$ cat src/rtl/adsr_envelope.sv
// ADSR envelope generator: scales the oscillator sample by an attack/decay/sustain/release
// envelope that is gated by a note signal and advanced on a programmable prescaled tick.
module adsr_envelope #(
  parameter int unsigned resolution_bits = 8,
  parameter int unsigned env_bits        = 8,
  parameter int unsigned tick_width      = 16
) (
  input  logic                       clk,
  input  logic                       reset,
  input  logic                       gate,
  input  logic [tick_width-1:0]      tick_div,
  input  logic [env_bits-1:0]        attack_step,
  input  logic [env_bits-1:0]        decay_step,
  input  logic [env_bits-1:0]        sustain_level,
  input  logic [env_bits-1:0]        release_step,
  input  logic [resolution_bits-1:0] wave_in,
  output logic [resolution_bits-1:0] wave_out,
  output logic [env_bits-1:0]        envelope,
  output logic                       active
);

  localparam int unsigned PROD_W = resolution_bits + env_bits;
  localparam logic [env_bits-1:0] ENV_MAX = '1;

  typedef enum logic [2:0] {
    IDLE,
    ATTACK,
    DECAY,
    SUSTAIN,
    RELEASE
  } state_t;

  state_t                state;
  logic [tick_width-1:0] count;
  logic                  tick;
  logic [env_bits:0]     attack_sum;
  logic [env_bits:0]     decay_floor;
  logic [PROD_W-1:0]     product;

  // A count above a freshly lowered tick_div wraps without producing a tick.
  assign tick = (count == tick_div);

  always_ff @(posedge clk or posedge reset) begin
    if (reset) begin
      count <= '0;
    end else if (count >= tick_div) begin
      count <= '0;
    end else begin
      count <= count + tick_width'(1);
    end
  end

  // One extra bit so the saturation and floor tests cannot wrap.
  assign attack_sum  = {1'b0, envelope} + {1'b0, attack_step};
  assign decay_floor = {1'b0, sustain_level} + {1'b0, decay_step};

  // Gate changes are handled before tick updates; a gate edge never moves the level.
  always_ff @(posedge clk or posedge reset) begin
    if (reset) begin
      state    <= IDLE;
      envelope <= '0;
    end else begin
      case (state)
        IDLE: begin
          envelope <= '0;
          if (gate) state <= ATTACK;
        end
        ATTACK: begin
          if (!gate) begin
            state <= RELEASE;
          end else if (tick) begin
            if (attack_step == '0 || attack_sum >= {1'b0, ENV_MAX}) begin
              envelope <= ENV_MAX;
              state    <= DECAY;
            end else begin
              envelope <= attack_sum[env_bits-1:0];
            end
          end
        end
        DECAY: begin
          if (!gate) begin
            state <= RELEASE;
          end else if (tick) begin
            if (decay_step == '0 || {1'b0, envelope} <= decay_floor) begin
              envelope <= sustain_level;
              state    <= SUSTAIN;
            end else begin
              envelope <= envelope - decay_step;
            end
          end
        end
        SUSTAIN: begin
          if (!gate) begin
            state <= RELEASE;
          end else begin
            envelope <= sustain_level;
          end
        end
        RELEASE: begin
          if (gate) begin
            state <= ATTACK;
          end else if (tick) begin
            if (release_step == '0 || envelope <= release_step) begin
              envelope <= '0;
              state    <= IDLE;
            end else begin
              envelope <= envelope - release_step;
            end
          end
        end
        default: begin
          state    <= IDLE;
          envelope <= '0;
        end
      endcase
    end
  end

  // Full-width unsigned product; keep the top resolution_bits.
  assign product = PROD_W'(wave_in) * PROD_W'(envelope);

  always_ff @(posedge clk or posedge reset) begin
    if (reset) begin
      wave_out <= '0;
    end else begin
      wave_out <= product[PROD_W-1:env_bits];
    end
  end

  assign active = (state != IDLE);

endmodule

$ cat config.mk
export PLATFORM = sky130hd
export DESIGN_NAME = adsr_envelope
export DESIGN_NICKNAME = d
export VERILOG_FILES = /design/src/rtl/adsr_envelope.sv
export SDC_FILE = /design/constraint.sdc
export NUM_CORES = 1
export LEC_CHECK = 0
export CORE_MARGIN = 1.5
export CORE_UTILIZATION = 55
export DETAILED_ROUTE_END_ITERATION = 16
export PLACE_DENSITY = 0.92
export SETUP_SLACK_MARGIN = 0.5
export SKIP_CTS_REPAIR_TIMING = 1
export SLEW_MARGIN = 20
export SYNTH_ARGS = -nofsm -noshare
export SYNTH_HDL_FRONTEND = slang
export SYNTH_SLANG_ARGS = --single-unit
export TNS_END_PERCENT = 10
$ cat constraint.sdc
create_clock -name clk -period 5.5 [get_ports clk]
set_input_delay 1.1 -clock clk [delete_from_list [all_inputs] [get_ports clk]]
set_output_delay 1.1 -clock clk [all_outputs]
set_load 0.1 [all_outputs]
==> flow_summary.json <==
{
  "status": "complete, no violations",
  "final_hold_viol_count": 0,
  "hp-class": "flip-flop to flip-flop",
  "grt_first_pass_wirelength_mm": 24.0,
  "routed_wl_mm": 14.9,
  "rsz0062_at_grt": "true",
  "crit_path_end_kind": "flip-flop",
  "path_class": "primary input to flip-flop",
  "synthesis.area_um2": 5600,
  "fin_nets": 937,
  "slew_viol_final": 0,
  "synth_top_cells_by_area": "ha_1 20%, dfrtp_1 16%, fa_1 14%, and2_1 6.4%, inv_1 6.4%",
  "antenna_found_initial": 0,
  "clk_pin_slew_ns": 0.08,
  "syn_nets": 845,
  "ys_seq_elements": 35,
  "post_dp_cell_area_um2": 6600,
  "wl_per_cell_um": 16.8,
  "clockPowerShare": 0.215,
  "hpwl_mm": 11.7,
  "power_density_nw_per_um2": 134,
  "synth_largest_area_cell": "ha_1",
  "grt_pass1_vias": 5463,
  "internal_power_uw": 542,
  "drtAntennaViolNets": 0,
  "routed_via_density": 5.92,
  "numCtsBuffers": 5,
  "drt_first_iter_violations": 328,
  "drive_above_1_share": 0.0706,
  "dieArea_um2": 10800,
  "p_seq_frac": 0.364,
  "stdcell_count": 884,
  "io_pins": 76,
  "port_buffers": 75,
  "antennaDiodeCount": 0,
  "max_stage_delay_ns": 0.54,
  "cpMaxStageDelayCell": "fa_1",
  "p_leak_uw": 0.00347,
  "setup_viol": 0,
  "startpoint_type": "primary input",
  "crit_family": "adder cells",
  "path_cells": "dlymetal6s2s_1, and2_1, fa_1, fa_1, inv_1, fa_1, fa_1, inv_1, ha_1, o21ai_0, nand2b_1, a41oi_2, buf_4, nor2b_2, o21a_1, nor2_2, xnor2_1",
  "placedCellCount": 873,
  "h-tree-depth": 2,
  "vias": 5236,
  "relSlewSlack": 0.335,
  "num_rows": 36,
  "synth-main-ff-cell": "dfrtp_1",
  "synth_seq_area_share": 0.156,
  "crit_fanout": 8,
  "root_buffer": "clkbuf_8",
  "cp.required_ns": 5.73,
  "cp.buffers_inverters": 4,
  "p_comb_frac": 0.421,
  "arrival_ns": 5.27,
  "timing.hold.ws_ns": 0.564,
  "p_sw_uw": 376,
  "synth_cells": 658,
  "yosys.area.top_type_share": 0.199,
  "start_util": 0.570,
  "synth-async-reset-ratio": 1.00,
  "drt_pass1_iterations": 7,
  "drcViolationCount": 0,
  "final_area_um2": 6840,
  "fin_crit_sh": 0.917,
  "grt.total_usage": 0.268,
  "coreArea_um2": 9820,
  "cts_buffer_depth": 2,
  "peakVddDrop_mv": 0.108,
  "fin_crit_ns": 5.04,
  "ys_warn_count": 0,
  "place_ws_ns": -0.217,
  "die_w_um": 104,
  "worstMarginPinSlew_ns": 0.994,
  "synthDistinctLibCells": 55,
  "syn2layout_area_growth_pct": 22.3,
  "grt_max_degree": 36,
  "die_h_um": 104,
  "max_freq_mhz": 198,
  "finalSetupTns_ns": 0,
  "clock_skew_ns": 0.0102,
  "drv_cap": 0,
  "cts_tree": "built",
  "gr-total-overflow": 0,
  "cts.sinks": 35,
  "p_sw_frac": 0.409,
  "n_fill_cell": 711,
  "insertion_delay_ns": 0.30,
  "gp_congestion": 0.892,
  "final.setup.worst_slack_ns": 0.459,
  "synth_area_per_cell_um2": 8.51,
  "synth-edff-count": 0,
  "crit_top_cell": "fa_1"
}
per-layer routing:
metal | up-vias | track usage | part of all wire
met5 | - | 0 | 0
met4 | 0 | 0.116 | 0.041
met3 | 68 | 0.0414 | 0.056
met2 | 227 | 0.484 | 0.51
met1 | 2495 | 0.314 | 0.39
li1 | 2446 | - | -
synth_stat cells, types with 2 or more instances:
cell type   n
inv_1      95
ha_1       89
and2_1     57
nor2_1     51
fa_1       39
nand2_1    36
dfrtp_1    35
xnor2_1    31
a21oi_1    23
nand3_1    23
nand4_1    13
nor3_1     11
o21ai_0    11
xor2_1     11
a31oi_1     8
clkbuf_1    8
nor2b_1     8
nor4_1      8
o21a_1      8
o21ai_1     8
a21o_1      7
and3_1      7
o2111ai_1   6
o21bai_1    5
a211o_1     4
a211oi_1    4
a222oi_1    4
a22oi_1     4
nand2b_1    4
or3_1       4
a2bb2oi_1   3
o211ai_1    3
a2111oi_0   2
mux2_2      2
mux2i_1     2
nand4b_1    2
o311ai_2    2
o31a_1      2
or4_1       2
tightest hold or removal path: cells and delay by family (launching register included):
kind | cells | cell delay (ns)
XOR/XNOR | 1 | 0.08
AND/OR/NAND/NOR | 1 | 0.07
flip-flops | 1 | 0.38
stage by stage:
stage,util,power (uW)
finish,0.697,918
global route,0.697,970
CTS,0.682,913
detailed placement,0.672,716
global placement,0.672,697
floorplan,-,583
cell families after synthesis:
kind of cell,count (synthesis),synth area share
flip-flops,35,0.156
AO/OA/AOI/OAI,112,0.142
buffers and inverters,105,0.0711
AND/OR/NAND/NOR,231,0.216
adder cells (fa/ha/maj),128,0.338
XOR/XNOR,42,0.0657
multiplexers,5,0.00961
area by class of cell:
cell class                      instances  area [um2]  share of cell area
Tap cell                              133         166              0.0243
Inverter                               96         360              0.0527
Multi-Input combinational cell        518        4420               0.646
Clock inverter                          3        23.8             0.00347
Timing Repair Buffer                   94         925               0.135
Clock buffer                            5        68.8              0.0101
Sequential cell                        35         878               0.128
placed cells by master, fill, tap and decap left out, types with 5 or more instances in the layout:
cell,n
and2_1,55
o2111ai_1,6
nor3_1,11
clkdlybuf4s50_1,67
clkbuf_8,5
nor2b_1,7
fa_1,38
a31oi_1,8
a21oi_1,23
ha_1,86
nand3_1,23
nand2_1,36
nand4_1,13
xnor2_1,31
a21o_1,7
o21bai_1,5
dfrtp_1,33
o21a_1,7
inv_1,95
buf_4,16
xor2_1,11
nor2_1,50
o21ai_0,11
dlymetal6s2s_1,8
o21ai_1,6
and3_1,7
nor4_1,7
state kept, by name (all words and copies together), names as in the netlist:
name,count
count,16
envelope,8
state,3
wave_out,8
path summary, 6_finish.rpt:
path / start / to / slack (ns) / cells past startpoint
max: wave_in[2] / wave_out[4] / 0.46 / 17
min: count[4] / count[4] / 0.56 / 2
max reg2reg: envelope[2] / wave_out[4] / 1.02 / 16
min reg2reg: count[4] / count[4] / 0.56 / 2
max in group asynchronous: reset / envelope[5] / 3.95 / 3
min in group asynchronous: reset / count[15] / 1.20 / 3
power groups by stage:
stage               registers, uW  logic, uW  clock network [uW]
floorplan                     319        263                   0
global placement              336        362                   0
detailed placement            338        378                   0
CTS                           333        381                 199
global route                  341        423                 206
finish                        334        387                 198
No activity file was read; power rests on OpenSTA's default activity.
